--- src/rtl/emmc_cmd_ctrl.sv ---
// eMMC CMD-line controller: sends a 48-bit command frame with CRC7, then receives and checks the card response under NCR/NCC timing.
// Optional build macro EMMC_CMD_R2_EN enables 136-bit R2 receive; without it resp_type 3 is handled as R1.
module emmc_cmd_ctrl #(
  parameter int NCR_MAX = 64,
  parameter int NCC_MIN = 8
) (
  input  logic         mclk,
  input  logic         rst,
  input  logic         cmd_valid,
  output logic         cmd_ready,
  input  logic [5:0]   cmd_index,
  input  logic [31:0]  cmd_argument,
  input  logic [1:0]   resp_type,
  input  logic         cmd_i,
  output logic         cmd_o,
  output logic         cmd_oe,
  output logic         resp_valid,
  output logic [5:0]   resp_index,
  output logic [127:0] resp_data,
  output logic [2:0]   status,
  output logic         busy
);

`ifdef EMMC_CMD_R2_EN
  localparam int RX_W = 136;
  localparam int RD_W = 128;
`else
  localparam int RX_W = 48;
  localparam int RD_W = 32;
`endif
  localparam int CNT_A = (NCR_MAX > RX_W) ? NCR_MAX : RX_W;
  localparam int CNT_MAX = (NCC_MIN > CNT_A) ? NCC_MIN : CNT_A;
  localparam int CNT_W = $clog2(CNT_MAX + 1);

  localparam logic [2:0] IDLE_GUARD = 3'd0;
  localparam logic [2:0] IDLE       = 3'd1;
  localparam logic [2:0] SEND       = 3'd2;
  localparam logic [2:0] NCR_WAIT   = 3'd3;
  localparam logic [2:0] RECV       = 3'd4;
  localparam logic [2:0] DONE       = 3'd5;
  localparam logic [2:0] NCC        = 3'd6;

  // CRC7, generator x^7 + x^3 + 1, MSB-first, seed 0.
  function automatic logic [6:0] crc7_step(input logic [6:0] crc, input logic b);
    logic fb;
    fb = crc[6] ^ b;
    return {crc[5:0], 1'b0} ^ (fb ? 7'h09 : 7'h00);
  endfunction

  function automatic logic [6:0] crc7_40(input logic [39:0] bits);
    logic [6:0] crc;
    crc = '0;
    for (int i = 39; i >= 0; i--) crc = crc7_step(crc, bits[i]);
    return crc;
  endfunction

  logic [2:0]        state;
  logic [CNT_W-1:0]  cnt;
  logic [1:0]        rtype;
  logic [46:0]       tx_sr;
  logic [RX_W-2:0]   rx_sr;
  logic [RX_W-1:0]   rx_next;
  logic [39:0]       tx_head;
  logic [47:0]       tx_frame;
  logic [RD_W-1:0]   resp_data_q;
  logic [CNT_W-1:0]  rx_last;
  logic              chk_end_err;
  logic              chk_crc_err;
  logic [5:0]        chk_index;
  logic [RD_W-1:0]   chk_data;

  assign tx_head  = {2'b01, cmd_index, cmd_argument};
  assign tx_frame = {tx_head, crc7_40(tx_head), 1'b1};
  assign rx_next  = {rx_sr, cmd_i};

  assign cmd_ready  = (state == IDLE);
  assign busy       = ~cmd_ready;
  assign resp_valid = (state == DONE);

`ifdef EMMC_CMD_R2_EN
  function automatic logic [6:0] crc7_120(input logic [119:0] bits);
    logic [6:0] crc;
    crc = '0;
    for (int i = 119; i >= 0; i--) crc = crc7_step(crc, bits[i]);
    return crc;
  endfunction

  logic long_rsp;
  logic unused_hdr;
  assign long_rsp  = (rtype == 2'd3);
  assign rx_last   = long_rsp ? CNT_W'(135) : CNT_W'(47);
  // The R2 start bit and reserved index field carry no information.
  assign unused_hdr = ^{rx_next[135], rx_next[133:128]};
  assign resp_data = resp_data_q;
`else
  assign rx_last   = CNT_W'(47);
  assign resp_data = {96'b0, resp_data_q};
`endif

  always_comb begin
    // NOTE: every signal driven here gets its default first, so no latch can be inferred.
    chk_end_err = ~rx_next[0] | rx_next[46];
    chk_crc_err = (rtype != 2'd2) && (crc7_40(rx_next[47:8]) != rx_next[7:1]);
    chk_index   = rx_next[45:40];
    chk_data    = RD_W'(rx_next[39:8]);
`ifdef EMMC_CMD_R2_EN
    if (long_rsp) begin
      chk_end_err = ~rx_next[0] | rx_next[134];
      chk_crc_err = (crc7_120(rx_next[127:8]) != rx_next[7:1]);
      chk_index   = '0;
      chk_data    = {rx_next[127:1], 1'b0};
    end
`endif
  end

  // NOTE: the shift registers are pure datapath, always loaded before being read, so they carry no reset.
  always_ff @(posedge mclk) begin
    if (state == IDLE && cmd_valid) tx_sr <= tx_frame[46:0];
    else if (state == SEND)         tx_sr <= {tx_sr[45:0], 1'b0};
    if (state == RECV || (state == NCR_WAIT && !cmd_i)) rx_sr <= rx_next[RX_W-2:0];
  end

  // NOTE: registers here use non-blocking assignments only, so every branch sees pre-edge values.
  always_ff @(posedge mclk or posedge rst) begin
    if (rst) begin
      state       <= IDLE_GUARD;
      cnt         <= '0;
      rtype       <= 2'd0;
      cmd_o       <= 1'b1;
      cmd_oe      <= 1'b0;
      resp_index  <= '0;
      resp_data_q <= '0;
      status      <= '0;
    end else begin
      unique case (state)
        IDLE_GUARD: state <= IDLE;
        IDLE: begin
          if (cmd_valid) begin
            rtype  <= resp_type;
            cmd_o  <= tx_frame[47];
            cmd_oe <= 1'b1;
            cnt    <= '0;
            state  <= SEND;
          end
        end
        SEND: begin
          if (cnt == CNT_W'(47)) begin
            cmd_oe <= 1'b0;
            cmd_o  <= 1'b1;
            cnt    <= '0;
            if (rtype == 2'd0) begin
              resp_index  <= '0;
              resp_data_q <= '0;
              status      <= 3'b000;
              state       <= DONE;
            end else begin
              state <= NCR_WAIT;
            end
          end else begin
            cmd_o <= tx_sr[46];
            cnt   <= cnt + 1'b1;
          end
        end
        NCR_WAIT: begin
          // The start bit is the first bit of the response; it counts as received.
          if (!cmd_i) begin
            cnt   <= CNT_W'(1);
            state <= RECV;
          end else if (cnt == CNT_W'(NCR_MAX - 1)) begin
            resp_index  <= '0;
            resp_data_q <= '0;
            status      <= 3'b001;
            state       <= DONE;
          end else begin
            cnt <= cnt + 1'b1;
          end
        end
        RECV: begin
          if (cnt == rx_last) begin
            resp_index  <= chk_index;
            resp_data_q <= chk_data;
            status      <= {chk_end_err, chk_crc_err, 1'b0};
            state       <= DONE;
          end else begin
            cnt <= cnt + 1'b1;
          end
        end
        DONE: begin
          cnt   <= '0;
          state <= NCC;
        end
        NCC: begin
          if (cnt == CNT_W'(NCC_MIN - 1)) state <= IDLE;
          else                            cnt   <= cnt + 1'b1;
        end
        default: state <= IDLE_GUARD;
      endcase
    end
  end

endmodule

--- config.mk ---
export PLATFORM = sky130hd
export DESIGN_NAME = emmc_cmd_ctrl
export DESIGN_NICKNAME = d
export VERILOG_FILES = /design/src/rtl/emmc_cmd_ctrl.sv
export SDC_FILE = /design/constraint.sdc
export NUM_CORES = 1
export LEC_CHECK = 0
export BUFFER_PORTS_ARGS = -buffer_cell sky130_fd_sc_hd__buf_4
export CORE_MARGIN = 3
export CORE_UTILIZATION = 40
export CTS_CLUSTER_DIAMETER = 60
export DETAILED_ROUTE_END_ITERATION = 10
export PLACE_DENSITY = 0.74
export SLEW_MARGIN = 10
export SYNTH_ARGS = -nofsm -noshare
export SYNTH_HDL_FRONTEND = slang
export SYNTH_SLANG_ARGS = --single-unit
--- constraint.sdc ---
create_clock -name mclk -period 4.1 [get_ports mclk]
set_input_delay 0.82 -clock mclk [delete_from_list [all_inputs] [get_ports mclk]]
set_output_delay 0.82 -clock mclk [all_outputs]
set_load 0.05 [all_outputs]
Word level (Yosys, flattened, before mapping). Index checks and enable logic that the tools add are counted.

Bits in registers: 149. Input port bits: 44. Output and inout bits: 142. Logic and storage cells: 326.

$add $sub $neg: 1. Eq/ne operators: 22. Multiplexer cells: 119. Bitwise operators: 156. Reductions and logical operators: 17.

Operators by type and width (count): 7-bit by 4-bit XOR with 7-bit output (73); 4-bit two-way mux (78); 32-bit two-way mux (5); 32-bit one-hot mux with 3 select lines (1); 46-bit two-way mux (2); 1-bit XOR (71); 7-bit two-way mux (6); 7-bit one-hot mux with 6 select lines (1); 3-bit two-way mux (12); 6-bit two-way mux (5); 3-bit one-hot mux with 7 select lines (1); 6-bit one-hot mux with 3 select lines (1); 7-bit by 6-bit equality test with 1-bit output, second input constant (2); 2-bit inequality test, second input constant (6); 6-bit by 4-bit XOR with 6-bit output (2); 5-bit AND reduction (2); 3-bit equality test, second input constant (3); 3-bit one-hot mux with 3 select lines (1); 2-bit by 1-bit inequality test with 1-bit output, second input constant (4); 7-bit by 1-bit adder with 7-bit output, second input constant (1); 7-bit by 3-bit equality test with 1-bit output, second input constant (1); 7-bit inequality test (1); 3-bit by 2-bit equality test with 1-bit output, second input constant (2); 6-bit AND reduction (1); 20 further kinds (33).

Logic depth before layout (Yosys ltp). Gate-level depths: netlist (run 1).

Depth in word-level cells: 117. Gate-level depth with buffers: 9. Mapped depth without buffers: 9.

Worst setup path before layout (run 1). No wires, ideal clock.

Kind: reg2reg. From: register state[2]. To: register rx_sr[0], enable pin. Setup time: 468 ps. Arrival: 3200 ps. Required time: 3632 ps. Path slack: 431 ps. Stages on the path, launching flop included: 5. Path buffers: 1. Cells stage by stage: dfrtp_1 > clkbuf_1 > nor2b_1 > nand2_1 > o22ai_1.

Longest elaborated chain between the ends: 3. Elaborated cells between the ends (all ways): 4. Classes of those cells: eq/ne (2); reduce/logical (2).

Ends and longest elaborated chain: from (decl) (RTL line 57) `logic [2:0] state;`; from (signal assigned) (RTL line 126) `state <= IDLE_GUARD;`; from (signal assigned) (RTL line 136) `IDLE_GUARD: state <= IDLE;`; from (signal assigned) (RTL line 143) `state <= SEND;`; 3-bit by 2-bit equality test with 1-bit output (RTL line 120) `if (state == RECV || (state == NCR_WAIT && !cmd_i)) rx_sr <= rx_next[RX_W-2:0];`; 1-bit logical AND (RTL line 120); 1-bit logical OR * (RTL line 120); to (signal assigned) (RTL line 120); to (decl) (RTL line 61) `logic [RX_W-2:0] rx_sr;`.

Every way passes the cells marked *; elsewhere a longest branch is shown, timed or not. A chain may end at the register's enable or synchronous reset.

Worst setup path in the final report (run 1).
From: register rx_sr[42]. To: register status[1].

Longest elaborated chain between the ends: 58. Elaborated cells between the ends (all ways): 94. Classes of those cells: eq/ne (1); mux (29); bitwise (63); reduce/logical (1).

Ends and longest elaborated chain: 1-bit XOR * (RTL line 46) `fb = crc[6] ^ b;`; 4-bit two-way mux * (RTL line 47) `return {crc[5:0], 1'b0} ^ (fb ? 7'h09 : 7'h00);`; 7-bit by 4-bit XOR with 7-bit output * (4 in a row) (RTL line 47); 1-bit XOR or 7-bit by 4-bit XOR with 7-bit output (tied branches) (RTL line 46, 47); 4-bit two-way mux or 7-bit by 4-bit XOR with 7-bit output (tied branches) (RTL line 47); 7-bit by 4-bit XOR with 7-bit output * (4 in a row) (RTL line 47); 1-bit XOR or 7-bit by 4-bit XOR with 7-bit output (tied branches) (RTL line 46, 47); 4-bit two-way mux or 7-bit by 4-bit XOR with 7-bit output (tied branches) (RTL line 47); [30 not listed]; 7-bit by 4-bit XOR with 7-bit output * (7 in a row) (RTL line 47); 1-bit XOR or 7-bit by 4-bit XOR with 7-bit output (tied branches) (RTL line 46, 47); 4-bit two-way mux or 7-bit by 4-bit XOR with 7-bit output (tied branches) (RTL line 47); 7-bit by 4-bit XOR with 7-bit output * (RTL line 47); 7-bit inequality test * (RTL line 103) `chk_crc_err = (rtype != 2'd2) && (crc7_40(rx_next[47:8]) != rx_next[7:1]);`; 1-bit logical AND * (RTL line 103); 3-bit two-way mux * (RTL line 179) `if (cnt == rx_last) begin`; 3-bit one-hot mux with 3 select lines * (RTL line 135) `unique case (state)`; to (signal assigned) (RTL line 182) `status <= {chk_end_err, chk_crc_err, 1'b0};`; to (decl) (RTL line 20) `output logic [2:0] status,`.

Every way passes the cells marked *; elsewhere a longest branch is shown, timed or not. The select of a mux whose other input is x is not followed.

==> reports/metrics.sh, run 1 <==
YOSYS-TOP-CELLS-AREA='edfxtp_1 34%, dfrtp_1 17%, buf_4 8.9%'
VIA_COUNT=4832
HOLD_VIOL=0
YS_TYPES=53
CRITICAL_PATH_CLASS='register to register'
CLK_PIN_SLEW_WORST_SETUP_HOLD_PATHS_NS=0.07
CRIT_PATH_MAX_FANOUT=7
MOST_FREQUENT_CELL_ON_THE_CRITICAL_PATH='xnor3_2'
GPL.FINAL_WEIGHTED_CONGESTION=0.809
CRITICAL-PATH-MAX-STAGE-DELAY_NS=0.51
FIRST_PASS_ITERS=5
HOLDWS_NS=0.437
CTS_SETUP_BUFFERS=0
GRT_UTIL_ALL_LAYERS=0.142
DIE_X_UM=148
SYNTHESIS.AREA_PER_INSTANCE_UM2=12.5
GRT_MAX_DEGREE=59
CTS.ROOT.BUFFER_CELL='clkbuf_16'
ROUTE.DETAILED.WL_PER_INST_UM=15.4
SYNTHESIS.AREA_UM2=8110
GRT_SETUP_UNREPAIRED='false'
CTS_REPAIR_RESIZE_COUNT=0
LAYOUT_MIN_CYCLE_TIME_NS=3.05
CRIT_PATH_START_KIND='register'
FINALCRITPERIODSHARE=0.744
TIMING_MAX_TRANSITION_VIOLATIONS_FINAL=0
CTS_MAX_PATH_BUFS=2
DIE_AREA_UM2=22000
CP_NUM_CELLS=8
TIMING.SETUP.TNS_NS=0
DRIVE_ABOVE_1_SHARE=0.202
ENDPOINT_KIND='register'
DPL-INSTANCE-AREA_UM2=8760
WORST-R2R-CELL-COUNT=8
SYNTHESIS_STAGE_REGISTER_BIT_COUNT=149
CORE-AREA_UM2=19700
NUM_ANTENNA_CELLS=0
WORST-ENDPOINT-ARRIVAL_NS=3.34
FIRST_GLOBAL_VIAS=4579
WORST_CLOCK_SKEW_NS=0.00913
SYNTH_ENABLE_FLOP_CELLS=92
SYNTH_COMMONEST_CELLS='96 x buf_4, 92 x edfxtp_1, 73 x xnor2_1'
MAXCAPVIOLCOUNT=0
START_UTIL=0.411
WORST_EP_REQUIRED_TIME_NS=4.39
WORSTMARGINPINSLEW_NS=1.11
CP_TOP_FAMILY='XOR/XNOR gates'
FLOORPLAN.DIE.HEIGHT_UM=148
ROWS=51
SEQ_AREA_FRAC_SYNTH=0.515
GLOBALROUTEOVERFLOWTOTAL=0
HOLD_CLASS='primary input to asynchronous set/reset pin'
SLEW_HEADROOM=0.259
GRT_PASS1_WL_UM=24500
DRT_ITER0_MARKERS=309
DRT.ANTENNA.VIOLATING_NETS=0
STDCELL_AREA_UM2=9320
POST-SYNTH-TOP-AREA-FRACTION=0.341
FINAL-SETUP-VIOL-COUNT=0
FINAL_CORE_UTIL=0.473
SYNTH-ASYNC-RESET-RATIO=0.369
WORSTPATHCELLLIST='xor2_1 > xnor3_2 > xnor3_2 > xnor2_2 > xnor2_1 > o21ai_0 > a2111oi_2 > a31oi_1'
WORSTPATHBUFFERINVERTERCOUNT=0
CRITICAL-PATH-SLOWEST-CELL='xnor3_2'
YOSYSTOPAREACELL='edfxtp_1'
FINALWIRELENGTH_UM=15700
SYNTH-MAIN-FF-CELL='edfxtp_1'
ROUTE.DETAILED.VIAS_PER_INST=4.74
IOPINCOUNT=186
HPWLAFTERDP_UM=11100
CTS_NUM_SINKS=149
SYNTH.MOST_COMMON_CELL='buf_4'
FIN_NETS=787
STATUS='finished clean'
DRT_DRC_VIOLATIONS_LEFT=0
CLOCK_LATENCY_NS=0.42
POSTSYNTHCELLCOUNT=650
NUMCTSBUFFERS=17
YOSYSWARNINGCOUNT=0
HTREE_LEVELS=4
TIMING.FMAX_MHz=328
ANTENNA_VIOLATIONS_BEFORE_REPAIR=0
CTS_TREE='built'
AREA_GROWTH_SYN_TO_LAYOUT_PCT=14.9
POST_CTS_HOLD_BUFFER_COUNT=0
PORT_BUFFERS=89
-- flip-flops by register name, summed over array words and instances, names as in the netlist --
register / flops
state: 3
resp_index: 6
tx_sr: 47
resp_data_q: 32
cnt: 7
cmd_o: 1
rx_sr: 47
cmd_oe: 1
rtype: 2
status: 3
-- worst paths after layout --
kind / startpoint / to / slack (ns)
worst max-delay path: rx_sr[42]$_DFFE_PP_ / status[1]$_DFFE_PP0P_ / 1.05
worst min-delay path: rst / resp_data_q[14]$_DFFE_PP0P_ / 0.44
worst max register to register: rx_sr[42]$_DFFE_PP_ / status[1]$_DFFE_PP0P_ / 1.05
worst min register to register: tx_sr[0]$_SDFFE_PP1P_ / tx_sr[0]$_SDFFE_PP1P_ / 0.45
max in group asynchronous: rst / resp_data_q[1]$_DFFE_PP0P_ / 2.87
min in group mclk: tx_sr[0]$_SDFFE_PP1P_ / tx_sr[0]$_SDFFE_PP1P_ / 0.45
-- final cells by class --
class | instances | area [um2]
flip-flops and latches | 149 | 4180
clock buffers | 18 | 439
clock inverters | 13 | 119
repair buffers | 97 | 728
fillers | 1760 | 10400
inverters | 8 | 30.0
multi-input cells | 469 | 3490
well taps | 265 | 332
-- routing by layer --
layer | routed length (um) | global-route usage
met1 | 6720 | 0.186
met2 | 7690 | 0.228
met3 | 1130 | 0.0463
met4 | 172 | 0.0393
met5 | 0 | 0
-- kinds of logic (layout without fill, tap and decap cells) --
logic type,Yosys count,after routing,share of synthesized area
DFF,149,149,0.515
AOI/OAI and AO/OA,131,131,0.118
xor gates and xnor gates,133,133,0.197
muxes,4,4,0.00524
and+or+nand+nor,104,104,0.0592
buffers and inverters,127,136,0.103
adders and majority gates,1,1,0.00154
other,1,96,0.000462
-- placed cells by master, fill, tap and decap left out, drive strengths merged, types with 2 or more instances in the layout --
master and n:
buf 97, conb 96, edfxtp 92, xnor2 81
a22o 67, nand2 57, dfrtp 54, o21ai 37
xor2 28, xnor3 20, clkbuf 18, inv 15
nor2 11, a21oi 10, nand3 8, o22ai 5
nor2b 4, xor3 4, and2 4, clkinv 4
nor3 4, and3 3, or3 3, nand2b 3
o31ai 2, nor3b 2, a31oi 2, mux2i 2
dfxtp 2, mux2 2
-- worst register-to-register path, delay by kind of cell (launching register included) --
kind / cells / cell delay (ns)
AO/OA/AOI/OAI: 3 / 0.65
XOR/XNOR: 5 / 1.77
flip-flops: 1 / 0.50
-- metrics by stage --
step / setup WS (ns) / cells
floorplan: 0.431 / 745
global placement: 0.973 / 988
detailed placement: 0.918 / 988
CTS: 1.04 / 1019
global route: 0.866 / 1019
finish: 1.05 / 1019
Power of run 1 is left out: the tool's default activity adds up to more than one toggle a clock period on the data nets, which glitch-free logic cannot reach.
==> inputs of run 2 (changes only) <==
Settings changed: ABC_AREA set to 1, PLACE_DENSITY 0.74 to 0.73.
Clock period 4.1 ns to 3.1 ns, I/O delays scaled along.
==> run 2 against run 1 <==
  * The run now ends with setup timing left
  * Register-to-register slack worse by 1.1 ns
  * Area after synthesis is 11% higher
  * Sequential share of layout area is 6.7 points lower
  * Design area is 17% higher
  * Setup slack worse by 1.1 ns
  * Global-route usage is 2.5 points higher
  * Critical endpoint unchanged
  * Largest cell class is now multi-input combinational cells
  * Highest routed layer unchanged
==> reports/metrics.sh, run 2 <==
LAYOUT_TOP_REGISTERS='rx_sr (47), tx_sr (47), resp_data_q (32)'  # unchanged
SYNTH_COMMONEST_CELLS='506 x nand2_1, 122 x inv_1, 96 x buf_4'  # was 96 x buf_4, 92 x edfxtp_1, 73 x xnor2_1
CRITICAL-PATH-SLOWEST-CELL='edfxtp_1'  # was xnor3_2
DRT_DRC_VIOLATIONS_LEFT=0  # unchanged
ROUTE.DETAILED.WL_PER_INST_UM=13.3  # was 15.4 um
WORST_EP_REQUIRED_TIME_NS=3.42  # was 4.39 ns
FF_LATCH_AREA_UM2=4180  # unchanged
GPL.FINAL_WEIGHTED_CONGESTION=0.887  # was 0.809
YOSYSTOPAREACELL='edfxtp_1'  # unchanged
STATUS='complete, but fails checks'  # was finished clean
CTS.ROOT.BUFFER_CELL='clkbuf_16'  # unchanged
TIMING.FMAX_MHz=314  # was 328 MHz
FINAL_COMMON_CELL='nand2_1'  # was buf_4
CLK_PIN_SLEW_WORST_SETUP_HOLD_PATHS_NS=0.06  # was 0.07 ns
YOSYSWARNINGCOUNT=0  # unchanged
CLOCK_LATENCY_NS=0.43  # was 0.42 ns
TIMING.SETUP.TNS_NS=-0.0885  # was 0 ns
VIA_COUNT=7488  # was 4832
FIRST_GLOBAL_VIAS=7062  # was 4579
CRITICAL-PATH-MAX-STAGE-DELAY_NS=0.48  # was 0.51 ns
SYNTH_ENABLE_FLOP_CELLS=92  # unchanged
START_UTIL=0.410  # was 0.411
SYNTHESIS.AREA_PER_INSTANCE_UM2=7.75  # was 12.5 um2
MAXCAPVIOLCOUNT=0  # unchanged
NUMCTSBUFFERS=17  # unchanged
GRT_MAX_DEGREE=58  # was 59
ENDPOINT_KIND='register'  # unchanged
FIRST_PASS_ITERS=6  # was 5
HOLD_CLASS='primary input to asynchronous set/reset pin'  # unchanged
SYNTHESIS_STAGE_REGISTER_BIT_COUNT=149  # unchanged
WORSTMARGINPINSLEW_NS=0.921  # was 1.11 ns
LAYOUT_MIN_CYCLE_TIME_NS=3.19  # was 3.05 ns
CRITICAL_PATH.REG2REG.STARTPOINT='rx_sr[45]$_DFFE_PP_'  # was rx_sr[42]$_DFFE_PP_
CORE-AREA_UM2=22000  # was 19700 um2
PORT_BUFFERS=89  # unchanged
YS_TYPES=36  # was 53
SYNTH-ASYNC-RESET-RATIO=0.369  # unchanged
WORSTPATHBUFFERINVERTERCOUNT=6  # was 0
DIE_AREA_UM2=24300  # was 22000 um2
CRIT_PATH_MAX_FANOUT=6  # was 7
AREA_GROWTH_SYN_TO_LAYOUT_PCT=21.6  # was 14.9%
CP_TOP_FAMILY='simple AND/OR/NAND/NOR gates'  # was XOR/XNOR gates
FINAL.SETUP.WORST_SLACK_NS=-0.0885  # was 1.05 ns
SYNTHESIS.AREA_UM2=8990  # was 8110 um2
DRIVE_ABOVE_1_SHARE=0.227  # was 0.202
DRT.ANTENNA.VIOLATING_NETS=0  # unchanged
IOPINCOUNT=186  # unchanged
GRT_UTIL_ALL_LAYERS=0.167  # was 0.142
POSTSYNTHCELLCOUNT=1161  # was 650
ROUTE.DETAILED.VIAS_PER_INST=4.71  # was 4.74
DIE_X_UM=156  # was 148 um
GRT_SETUP_UNREPAIRED='true'  # was false
FLOORPLAN.DIE.HEIGHT_UM=156  # was 148 um
DRT_ITER0_MARKERS=614  # was 309
MOST_FREQUENT_CELL_ON_THE_CRITICAL_PATH='nand2_2'  # was xnor3_2
HOLD_VIOL=0  # unchanged
FINAL-SETUP-VIOL-COUNT=1  # was 0
CRITICAL_PATH_CLASS='register to register'  # unchanged
HPWLAFTERDP_UM=15000  # was 11100 um
FINALCRITPERIODSHARE=1.03  # was 0.744
WORST_CLOCK_SKEW_NS=0.0108  # was 0.00913 ns
CP_NUM_CELLS=31  # was 8
WORST-R2R-SETUP-SLACK_NS=-0.09  # was 1.05 ns
CTS_NUM_SINKS=149  # unchanged
TIMING_MAX_TRANSITION_VIOLATIONS_FINAL=0  # unchanged
FAILING_CHECKS='setup timing'
WORSTREG2REGEND='status[1]$_DFFE_PP0P_'  # unchanged
LAYOUT.CELLS.MOST_COMMON_LIST='437 x nand2_1, 134 x buf_4, 114 x inv_1, 96 x conb_1, 92 x edfxtp_1'  # was 97 x buf_4, 96 x conb_1, 92 x edfxtp_1, 73 x xnor2_1, 67 x a22o_1
MULTI_INPUT_COMB_AREA_UM2=4290  # was 3490 um2
CRIT_PATH_START_KIND='register'  # unchanged
FINALWIRELENGTH_UM=21100  # was 15700 um
WORST-R2R-CELL-COUNT=31  # was 8
WORST-ENDPOINT-ARRIVAL_NS=3.50  # was 3.34 ns
NUM_ANTENNA_CELLS=0  # unchanged
ANTENNA_VIOLATIONS_BEFORE_REPAIR=0  # unchanged
LAYOUT.FILLER_CELLS=2043  # was 1760
ROWS=54  # was 51
YOSYS-TOP-CELLS-AREA='edfxtp_1 31%, nand2_1 21%, dfrtp_1 15%'  # was edfxtp_1 34%, dfrtp_1 17%, buf_4 8.9%
CTS_TREE='built'  # unchanged
SLEW_HEADROOM=0.386  # was 0.259
SYNTH.MOST_COMMON_CELL='nand2_1'  # was buf_4
POST-SYNTH-TOP-AREA-FRACTION=0.307  # was 0.341
HTREE_LEVELS=4  # unchanged
FIN_NETS=1342  # was 787
FINAL_CORE_UTIL=0.498  # was 0.473
SYNTH-MAIN-FF-CELL='edfxtp_1'  # unchanged
SEQ_AREA_FRAC_SYNTH=0.465  # was 0.515
CTS_MAX_PATH_BUFS=2  # unchanged
POST_CTS_HOLD_BUFFER_COUNT=0  # unchanged
GLOBALROUTEOVERFLOWTOTAL=0  # unchanged
GRT_PASS1_WL_UM=32700  # was 24500 um
[run 2: logic make-up (layout without fill, tap and decap cells)]
family / Yosys count / after routing / synth area share
XOR/XNOR: 49 / 49 / 0.0561
AO/OA/AOI/OAI: 65 / 65 / 0.0419
flip-flops: 149 / 149 / 0.465
AND/OR/NAND/NOR: 655 / 655 / 0.292
adder cells (fa/ha/maj): 1 / 1 / 0.00139
buffers and inverters: 241 / 295 / 0.143
other: 1 / 96 / 0.000417
[run 2: worst max-delay path by stage]
stage	from	to	slack [ns]
after floorplan	state[0]$_DFFE_PP0P_	tx_sr[10]$_DFFE_PP_	0.01
final	rx_sr[45]$_DFFE_PP_	status[1]$_DFFE_PP0P_	-0.09
after detailed placement	cmd_index[3]	tx_sr[6]$_DFFE_PP_	-0.19
after global routing	rx_sr[45]$_DFFE_PP_	status[1]$_DFFE_PP0P_	-0.35
after CTS	rx_sr[44]$_DFFE_PP_	status[1]$_DFFE_PP0P_	0.01
after global placement	cmd_index[3]	tx_sr[5]$_DFFE_PP_	-0.10
[run 2: what timing repair did]
item,in CTS,in global routing
gates resized for setup,20,97
setup endpoints to repair,1,6
pin swaps,2,34
buffers inserted,5,8
[run 2: area by class of cell]
cell class	count	area share
Multi-Input combinational cell	866	0.392
Clock inverter	5	0.00538
Clock buffer	27	0.0499
Sequential cell	149	0.382
Timing Repair Buffer	137	0.0950
Inverter	126	0.0432
Tap cell	280	0.0320
[run 2: routing by layer]
layer / routed length [um] / up-vias / global-route usage
met2: 10500 / 246 / 0.276
met3: 1410 / 30 / 0.0350
met1: 8860 / 3487 / 0.217
met5: 0 / - / 0
met4: 365 / 0 / 0.0568
li1: - / 3725 / -
[run 2: worst register-to-register path, delay by kind of cell, from the launching register on]
family | cells | cell delay (ns)
and+or+nand+nor | 25 | 1.93
buffers and inverters | 6 | 0.66
DFF | 1 | 0.48
[run 2: stage by stage]
stage	cells	area, um2	setup slack (ns)	hold WS (ns)
5_1_grt	1590	10900	-0.352	0.381
3_5_place_dp	1545	9830	-0.192	0.445
3_3_place_gp	1545	9830	-0.101	0.443
4_1_cts	1582	10500	0.0126	0.374
2_1_floorplan	1256	9350	0.0113	0.424
6_report	1590	10900	-0.0885	0.388
Power of run 2 is left out for the same reason.
